### config.mk
export PLATFORM = sky130hd
export DESIGN_NAME = if_fetch_queue_flat
export DESIGN_NICKNAME = d
export VERILOG_FILES = /design/src/rtl/if_fetch_queue_if.sv /design/src/rtl/if_fetch_queue.sv /design/src/flat_wrapper.sv
export SDC_FILE = /design/constraint.sdc
export NUM_CORES = 1
export LEC_CHECK = 0
export ABC_AREA = 0
export ABC_CLOCK_PERIOD_IN_PS = 8200
export CAP_MARGIN = 20
export CORE_ASPECT_RATIO = 0.9
export CORE_MARGIN = 2
export CORE_UTILIZATION = 26
export CTS_CLUSTER_SIZE = 8
export DETAILED_ROUTE_END_ITERATION = 16
export GPL_TIMING_DRIVEN = 0
export RECOVER_POWER = 25
export SLEW_MARGIN = 20
export SYNTH_ARGS = -nofsm -noshare
export SYNTH_HDL_FRONTEND = slang
export SYNTH_SLANG_ARGS = --single-unit
### constraint.sdc
create_clock -name i_clk -period 8.2 [get_ports i_clk]
set_clock_uncertainty 0.1 [all_clocks]
set_input_delay 1.64 -clock i_clk [delete_from_list [all_inputs] [get_ports i_clk]]
set_output_delay 1.64 -clock i_clk [all_outputs]
set_load 0.01 [all_outputs]
### src/rtl/if_fetch_queue_if.sv
// rtl/if_fetch_queue_if.sv - fetch queue redirect, imem and decode handshake bundle
//
// Purpose: groups the redirect input, the instruction-memory request/grant/response
// channel and the decode valid/ready channel of if_fetch_queue.
// Ports (signals):
//   i_redirect, i_redirect_pc        redirect request and target
//   o_imem_req, o_imem_addr          memory request valid and word address
//   i_imem_gnt                       request accepted when o_imem_req & i_imem_gnt
//   i_imem_rvalid, i_imem_rdata      in-order memory response
//   o_valid, o_inst, o_pc            head of prefetch queue to decode
//   i_ready                          decode accepts head
// Modports: master = fetch queue, slave = surrounding core / memory.

interface if_fetch_queue_if #(
    parameter int XLEN = 32
);
    logic            i_redirect;
    logic [XLEN-1:0] i_redirect_pc;
    logic            o_imem_req;
    logic [XLEN-1:0] o_imem_addr;
    logic            i_imem_gnt;
    logic            i_imem_rvalid;
    logic [31:0]     i_imem_rdata;
    logic            o_valid;
    logic [31:0]     o_inst;
    logic [XLEN-1:0] o_pc;
    logic            i_ready;

    modport master (
        input  i_redirect,
        input  i_redirect_pc,
        output o_imem_req,
        output o_imem_addr,
        input  i_imem_gnt,
        input  i_imem_rvalid,
        input  i_imem_rdata,
        output o_valid,
        output o_inst,
        output o_pc,
        input  i_ready
    );

    modport slave (
        output i_redirect,
        output i_redirect_pc,
        input  o_imem_req,
        input  o_imem_addr,
        output i_imem_gnt,
        output i_imem_rvalid,
        output i_imem_rdata,
        input  o_valid,
        input  o_inst,
        input  o_pc,
        output i_ready
    );
endinterface

### src/rtl/if_fetch_queue.sv
// rtl/if_fetch_queue.sv - in-order instruction prefetch queue with redirect
//
// Purpose: issues sequential word fetches to an instruction memory with
// variable, in-order response latency, buffers returned instructions with
// their PCs in a DEPTH-entry queue, and hands them to decode with valid/ready.
// Redirects reload the fetch PC, flush the queue and discard stale responses.
// Ports:
//   i_clk    clock
//   i_reset  asynchronous active-high reset
//   bus      if_fetch_queue_if.master (redirect, imem channel, decode channel)

module if_fetch_queue #(
    parameter int              XLEN     = 32,
    parameter int              DEPTH    = 4,
    parameter logic [XLEN-1:0] RESET_PC = '0
) (
    input  logic            i_clk,
    input  logic            i_reset,
    if_fetch_queue_if.master bus
);
    localparam int AW = (DEPTH > 1) ? $clog2(DEPTH) : 1;
    localparam int CW = AW + 1;
    localparam logic [31:0] NOP = 32'h0000_0013;

    logic [XLEN-1:0] fetch_pc;

    // PCs of requests granted but not yet answered; occupancy equals outstanding.
    logic [XLEN-1:0] pend_mem [DEPTH];
    logic [AW-1:0]   pend_wr;
    logic [AW-1:0]   pend_rd;

    // Prefetch queue of {pc, instruction}.
    logic [XLEN-1:0] q_pc   [DEPTH];
    logic [31:0]     q_inst [DEPTH];
    logic [AW-1:0]   q_wr;
    logic [AW-1:0]   q_rd;

    logic [CW-1:0]   count;
    logic [CW-1:0]   outstanding;
    logic [CW-1:0]   drop_cnt;

    logic            credit_ok;
    logic            req;
    logic            hs;
    logic            rsp;
    logic            keep;
    logic            pop;
    logic [XLEN-1:0] redirect_target;

    // Every buffered entry and every in-flight request holds a credit, so the
    // queue can never overflow no matter how responses bunch up.
    assign credit_ok = ({1'b0, count} + {1'b0, outstanding}) < (CW+1)'(DEPTH);
    assign req       = !i_reset && !bus.i_redirect && credit_ok;
    assign hs        = req && bus.i_imem_gnt;
    // A response with nothing outstanding is a protocol error and is ignored.
    assign rsp       = bus.i_imem_rvalid && (outstanding != '0);
    // A response is kept only if it belongs to the current fetch stream.
    assign keep      = rsp && (drop_cnt == '0) && !bus.i_redirect;
    assign pop       = (count != '0) && bus.i_ready && !bus.i_redirect;

    assign redirect_target = bus.i_redirect_pc & ~XLEN'(3);

    assign bus.o_imem_req  = req;
    assign bus.o_imem_addr = fetch_pc;
    assign bus.o_valid     = (count != '0);
    assign bus.o_inst      = (count != '0) ? q_inst[q_rd] : NOP;
    assign bus.o_pc        = (count != '0) ? q_pc[q_rd]   : '0;

    // Storage arrays carry no reset; their contents are qualified by the pointers.
    always_ff @(posedge i_clk) begin
        if (hs) begin
            pend_mem[pend_wr] <= fetch_pc;
        end
        if (keep) begin
            q_pc[q_wr]   <= pend_mem[pend_rd];
            q_inst[q_wr] <= bus.i_imem_rdata;
        end
    end

    always_ff @(posedge i_clk or posedge i_reset) begin
        if (i_reset) begin
            fetch_pc    <= RESET_PC;
            pend_wr     <= '0;
            pend_rd     <= '0;
            q_wr        <= '0;
            q_rd        <= '0;
            count       <= '0;
            outstanding <= '0;
            drop_cnt    <= '0;
        end else begin
            if (hs) begin
                pend_wr  <= pend_wr + AW'(1);
                fetch_pc <= fetch_pc + XLEN'(4);
            end
            // Stale responses still retire their pending PC to keep the FIFO aligned.
            if (rsp) begin
                pend_rd <= pend_rd + AW'(1);
            end

            case ({hs, rsp})
                2'b10:   outstanding <= outstanding + CW'(1);
                2'b01:   outstanding <= outstanding - CW'(1);
                default: outstanding <= outstanding;
            endcase

            if (bus.i_redirect) begin
                fetch_pc <= redirect_target;
                q_wr     <= '0;
                q_rd     <= '0;
                count    <= '0;
                // Everything still in flight is stale; a response arriving now
                // is discarded immediately and needs no further dropping.
                drop_cnt <= outstanding - CW'(rsp);
            end else begin
                if (keep) begin
                    q_wr <= q_wr + AW'(1);
                end
                if (pop) begin
                    q_rd <= q_rd + AW'(1);
                end
                case ({keep, pop})
                    2'b10:   count <= count + CW'(1);
                    2'b01:   count <= count - CW'(1);
                    default: count <= count;
                endcase
                if (rsp && (drop_cnt != '0)) begin
                    drop_cnt <= drop_cnt - CW'(1);
                end
            end
        end
    end
endmodule
### src/flat_wrapper.sv
// flat-port wrapper written by rule: the top's interface ports become plain ports
module if_fetch_queue_flat 
#(
    parameter int              XLEN     = 32,
    parameter int              DEPTH    = 4,
    parameter logic [XLEN-1:0] RESET_PC = '0
)
  (i_clk, i_reset, bus_i_redirect, bus_i_redirect_pc, bus_o_imem_req, bus_o_imem_addr, bus_i_imem_gnt, bus_i_imem_rvalid, bus_i_imem_rdata, bus_o_valid, bus_o_inst, bus_o_pc, bus_i_ready);
  if_fetch_queue_if #(.XLEN(XLEN)) bus_i ();
  input  logic i_clk;
  input  logic i_reset;
  input wire logic [$bits(bus_i.i_redirect)-1:0] bus_i_redirect;
  input wire logic [$bits(bus_i.i_redirect_pc)-1:0] bus_i_redirect_pc;
  output wire logic [$bits(bus_i.o_imem_req)-1:0] bus_o_imem_req;
  output wire logic [$bits(bus_i.o_imem_addr)-1:0] bus_o_imem_addr;
  input wire logic [$bits(bus_i.i_imem_gnt)-1:0] bus_i_imem_gnt;
  input wire logic [$bits(bus_i.i_imem_rvalid)-1:0] bus_i_imem_rvalid;
  input wire logic [$bits(bus_i.i_imem_rdata)-1:0] bus_i_imem_rdata;
  output wire logic [$bits(bus_i.o_valid)-1:0] bus_o_valid;
  output wire logic [$bits(bus_i.o_inst)-1:0] bus_o_inst;
  output wire logic [$bits(bus_i.o_pc)-1:0] bus_o_pc;
  input wire logic [$bits(bus_i.i_ready)-1:0] bus_i_ready;
  assign bus_i.i_redirect = bus_i_redirect;
  assign bus_i.i_redirect_pc = bus_i_redirect_pc;
  assign bus_o_imem_req = bus_i.o_imem_req;
  assign bus_o_imem_addr = bus_i.o_imem_addr;
  assign bus_i.i_imem_gnt = bus_i_imem_gnt;
  assign bus_i.i_imem_rvalid = bus_i_imem_rvalid;
  assign bus_i.i_imem_rdata = bus_i_imem_rdata;
  assign bus_o_valid = bus_i.o_valid;
  assign bus_o_inst = bus_i.o_inst;
  assign bus_o_pc = bus_i.o_pc;
  assign bus_i.i_ready = bus_i_ready;
  if_fetch_queue #(.XLEN(XLEN), .DEPTH(DEPTH), .RESET_PC(RESET_PC)) u_core (.i_clk(i_clk), .i_reset(i_reset), .bus(bus_i));
endmodule
Word level (Yosys, flattened, before mapping)
Memories as Yosys holds them, arrays and structs flattened.
Index checks and enable logic that the tools add are counted.
{ "classes": {"add_sub_neg": 12, "n_lt_le_gt_ge": 1, "eq_ne": 4, "mux": 17, "n_reduce_logical": 21} }
{ "ops": {"columns": ["operator", "count"], "rows": [
  ["2-to-1 mux 32 bit", 4],
  ["adder 32 x 3 -> 32 bit, second input constant", 1],
  ["case mux 3 bit (2 select lines)", 2],
  ["nonzero test 3 bit", 4],
  ["nonzero test 2 bit", 5],
  ["logical AND 1 bit", 9],
  ["2-to-1 mux 3 bit", 3],
  ["subtractor 3 x 1 -> 3 bit, second input constant", 3],
  ["adder 2 x 1 -> 2 bit, second input constant", 4],
  ["2-to-1 mux 2 bit", 4],
  ["adder 3 x 1 -> 3 bit, second input constant", 2],
  ["adder 3 x 3 -> 4 bit", 1],
  ["equality test 2 x 1 -> 1 bit, second input constant", 2],
  ["equality test 2 bit, second input constant", 2],
  ["less-than comparator 4 x 3 -> 1 bit, second input constant", 1],
  ["2-to-1 mux 1 bit", 4],
  ["logical NOT 3 bit", 1],
  ["subtractor 3 x 1 -> 3 bit", 1],
  ["logical NOT 1 bit", 2]
]} }
{ "totals": {"reg_bits": 49, "ram_bits": 384, "in_bits": 70, "output_inout_bits": 98, "elab_cells": 66, "n_memories": 3} }
{ "mem_list": {"columns": ["name", "words", "width", "read_ports", "rd_clocked_by_memory_dff", "wr", "line", "rtl"], "rows": [
  ["u_core.pend_mem", 4, 32, 1, 0, 1, "if_fetch_queue.sv:28", "logic [XLEN-1:0] pend_mem [DEPTH];"],
  ["u_core.q_inst", 4, 32, 1, 0, 1, "if_fetch_queue.sv:34", "logic [31:0] q_inst [DEPTH];"],
  ["u_core.q_pc", 4, 32, 1, 0, 1, "if_fetch_queue.sv:33", "logic [XLEN-1:0] q_pc [DEPTH];"]
]} }

Depth between registers and ports, before layout
{ "logic_depth": {"depth_word": 7, "depth_mapped": 12, "depth_no_buf": 10} }

Worst setup path before layout
Ideal clock, no wire load.
{ "synth_timing": {"path_kind": "input port to flip-flop", "start": "input port bus_i_imem_rvalid", "end": "memory u_core.q_inst[0][0] (enable)", "setup_time_ps": 427, "t_arrival_ps": 3957, "t_required_ps": 7673, "path_slack_ps": 3717, "cell_stages": 6, "path_buffers": 1, "cell_sequence": "o31ai_2 inv_1 and3_1 clkbuf_1 nor2b_1 and2_1"} }
{ "synth_between": {"elab_chain_len": 5} }
{ "synth_lines": {"columns": ["item", "line", "rtl"], "rows": [
  ["start, declared", "flat_wrapper.sv:17", "input wire logic [$bits(bus_i.i_imem_rvalid)-1:0] bus_i_imem_rvalid;"],
  ["logical AND 1 bit", "if_fetch_queue.sv:56", "assign rsp = bus.i_imem_rvalid && (outstanding != '0);"],
  ["via u_core.rsp", "if_fetch_queue.sv:45", "logic rsp;"],
  ["logical AND 1 bit (2 in a row)", "if_fetch_queue.sv:58", "assign keep = rsp && (drop_cnt == '0) && !bus.i_redirect;"],
  ["2-to-1 mux 1 bit", "if_fetch_queue.sv:74", "if (keep) begin"],
  ["2-to-1 mux 1 bit (implied by the code)", "if_fetch_queue.sv:76", "q_inst[q_wr] <= bus.i_imem_rdata;"],
  ["end, declared", "if_fetch_queue.sv:34", null]
]} }
The timed path passes the listed nets, and every way through them passes these cells.

Worst setup path after layout
{ "layout_timing": {"start": "register u_core.count[0]", "end": "output port bus_o_pc[30]"} }
{ "layout_between": {"elab_chain_len": 2} }
{ "layout_lines": {"columns": ["item", "line", "rtl"], "rows": [
  ["start, declared", "if_fetch_queue.sv:38", "logic [CW-1:0] count;"],
  ["start signal, assigned", "if_fetch_queue.sv:122", "2'b10: count <= count + CW'(1);"],
  ["start signal, assigned", "if_fetch_queue.sv:123", "2'b01: count <= count - CW'(1);"],
  ["start signal, assigned", "if_fetch_queue.sv:124", "default: count <= count;"],
  ["nonzero test 3 bit", "if_fetch_queue.sv:67", "assign bus.o_pc = (count != '0) ? q_pc[q_rd] : '0;"],
  ["2-to-1 mux 32 bit", "if_fetch_queue.sv:67", null],
  ["end, declared", "flat_wrapper.sv:21", "output wire logic [$bits(bus_i.o_pc)-1:0] bus_o_pc;"]
]} }
Every way passes these cells.

==> metrics.txt <==
fraction of registers with async set or reset after synthesis=a little under an eighth; Slew Viols, Final=0; Vias=about 8900; CP cell instances=nor3_2 -> inv_1 -> clkbuf_1 -> and2_1 -> clkdlybuf4s50_1; Mean Syn Cell Area=around 19 um2; Worst Hold Endpoint=u_core.outstanding[0]$_DFFE_PP0P_; sum of buffers and inverters on the critical path=3; Seq/Total Area, Yosys=73.50%; total wire length=just over 40 mm; RePlAce Congestion=roughly 0.77; Tcrit/Tclk final=about three fifths; core area=between 60000 and 70000 um2; Post-synth EDFFs=roughly 370; H-tree Lvls=2; worst skew pair latency=~0.6 ns; Worst-path clk slew=~0.050 ns; Reg2Reg Depth=8; CTS root buf=clkbuf_16; Synth Warn #=0; Critical R2R Launch=u_core.count[0]$_DFFE_PP0P_; # DRC=0; Crit Path Category=flop to primary output; number of global-route vias before repair=9363; placed wire-length estimate=about 27 mm; clk buf depth=3; Netlist cell types=53; Post-CTS Resized=0; final hold slack=roughly 0.45 ns; CP arrival=approximately 3.2 ns; initial antenna violation count=0; via/cell ratio=4.470; Worst-Margin Slew=just over 0.8 ns; fin util=33.66%; flops & latches, synth=just over 400; Final Critical Period=4.975 ns; critical path startpoint category=flop; crit end category=primary output; post-CTS setup buffers=0; IO buf count=160; WL/cell=roughly 20 um; # clock sinks=415; TritonCTS clock tree=built; Critical Path RT=between 6 and 7 ns; Mapped Cells=~900; worst-path fanout max=10; final hold violations=0; Overall Global Routing Usage=12.15%; Top Layer Used=met4; # rows=87; Initial Util=about a quarter; P&R area growth vs syn=27.30%; r2r endpoint=u_core.count[2]$_DFFE_PP0P_; RSZ-0062 raised after global routing=false; Slew Limit Headroom=~46%; dpl cells=~1900; Congestion Overflow GR=0; slowest stage delay, CP=~0.60 ns; antenna-violating nets left=0; First-pass DRT Iterations=5; Final Setup Violations=0; ys flop type=edfxtp_1; delay-heaviest family, CP=buffers and inverters; DIE AREA=between 60000 and 70000 um2; setup TNS=0 ns; met1 wire length=17.49 mm; Mapped Area=16630 um2; Hold Crit Class=flop to flop; Max IR drop VDD=roughly 160 uV; die height=approximately 240 um; slowest CP cell=nor3_2; chip width=about 270 um; layout cells sized above 1=roughly 17%; TritonCTS buffer count=58; I/O pin count=around 170; Leakage=~7 nW; Antenna Cells=0; largest net degree at the start of global routing=48; # nets final=approximately 1200; met2 wire len=just under 20 mm; outcome=complete, no violations; first-pass GRT wire length=a little under 60 mm; reg2reg setup slack=~5 ns; max-cap violation count=0; met3 wire len=between 2 and 2.5 mm; hold path depth=1; hold path startpoint=u_core.outstanding[0]$_DFFE_PP0P_; fmax=just over 200 MHz; Hold-fix buffers, CTS=0; Initial DRC Count=~630; pwr dens=roughly 300 nW/um2; fin cells=2000
[how the worst max path moves through the flow]
stage | endpoint | cells past startpoint | slack [ns] | start
after CTS | bus_o_pc[30] | 5 | 2.61 | u_core.count[0]$_DFFE_PP0P_
after detailed placement | bus_o_pc[30] | 5 | 3.28 | u_core.count[0]$_DFFE_PP0P_
after global routing | bus_o_pc[10] | 5 | 2.93 | u_core.q_rd[0]$_DFFE_PP0P_
final | bus_o_pc[30] | 5 | 3.23 | u_core.count[0]$_DFFE_PP0P_
after global placement | u_core.q_inst[1][11]$_DFFE_PP_ | 7 | 1.39 | bus_i_imem_rvalid
after floorplan | u_core.q_inst[0][0]$_DFFE_PP_ | 6 | 3.72 | bus_i_imem_rvalid
[flip-flops by register name, indices dropped and copies added, names as in the netlist, 3 cells and up]
name,flops
u_core.q_pc,120
u_core.count,3
u_core.pend_mem,120
u_core.drop_cnt,3
u_core.q_inst,128
u_core.bus.o_imem_addr,30
u_core.outstanding,3
[cell usage after synthesis, drive strengths merged, types with 6 or more instances]
cell type | n | share of area, %
a221o | 7 | 0.42
and2 | 70 | 2.6
buf | 25 | 0.77
clkbuf | 22 | 0.50
dfrtp | 47 | 7.1
edfxtp | 368 | 66
ha | 16 | 1.2
inv | 19 | 0.43
mux2i | 7 | 0.42
mux4 | 92 | 12
nand2 | 42 | 0.95
nand3 | 18 | 0.57
nand4 | 15 | 0.65
nor2 | 21 | 0.47
nor3 | 13 | 0.39
o21ai | 16 | 0.48
or2 | 6 | 0.23
xnor2 | 10 | 0.53
xor2 | 7 | 0.37
[layout make-up]
class / instances / area, um2
Fill cell: 6091 / 41740
Sequential cell: 415 / 12230
Multi-Input combinational cell: 404 / 4156
Timing Repair Buffer: 168 / 1769
Clock buffer: 98 / 1623
Tap cell: 845 / 1057
Buffer: 47 / 211.5
Inverter: 19 / 73.82
Clock inverter: 4 / 58.81
[metal layers]
layer / track usage, % / up-vias
met5: 0 / -
met1: 15.88 / 4608
met4: 3.721 / 0
met3: 2.553 / 64
met2: 20.28 / 295
li1: - / 3972
[layout by cell type, fill, tap and decap left out, types with 13 or more instances in the layout]
master and count:
mux4_2 92, dlygate4sd3_1 28, buf_2 13, dfrtp_1 47
nor2_1 21, nand2_1 42, edfxtp_1 368, and2_1 62
clkbuf_1 61, o21ai_0 16, nand3_1 17, ha_1 16
clkdlybuf4s50_1 132, nand4_1 14, inv_1 18, clkbuf_16 59
[where the power goes]
group	internal (mW)	leakage, nW	switching [mW]	total, mW
combinational	0.794	2.20	0.795	1.59
sequential	2.52	3.89	0.104	2.62
clock	1.33	0.800	0.863	2.19
[cell families (layout without fill, tap and decap cells)]
family | after synthesis | in the layout | synth area share [%]
AOI/OAI and AO/OA | 51 | 51 | 2.219
xor gates and xnor gates | 17 | 17 | 0.8951
adders and majority gates | 18 | 18 | 1.444
buffers and inverters | 66 | 336 | 1.700
DFF | 415 | 415 | 73.50
muxes | 102 | 102 | 13.10
other | 1 | 4 | 0.02254
and+or+nand+nor | 212 | 212 | 7.115
[stage by stage]
| step | cell area, um2 | power (mW) | worst slack (ns) |
|---|---|---|---|
| 2_1_floorplan | 16650 | 3.567 | 3.717 |
| 3_3_place_gp | 19300 | 4.281 | 1.390 |
| 3_5_place_dp | 19490 | 4.310 | 3.277 |
| 4_1_cts | 21170 | 6.533 | 2.608 |
| 6_report | 21180 | 6.405 | 3.225 |
| 5_1_grt | 21180 | 6.733 | 2.932 |
No activity file was read; power rests on OpenSTA's default activity.
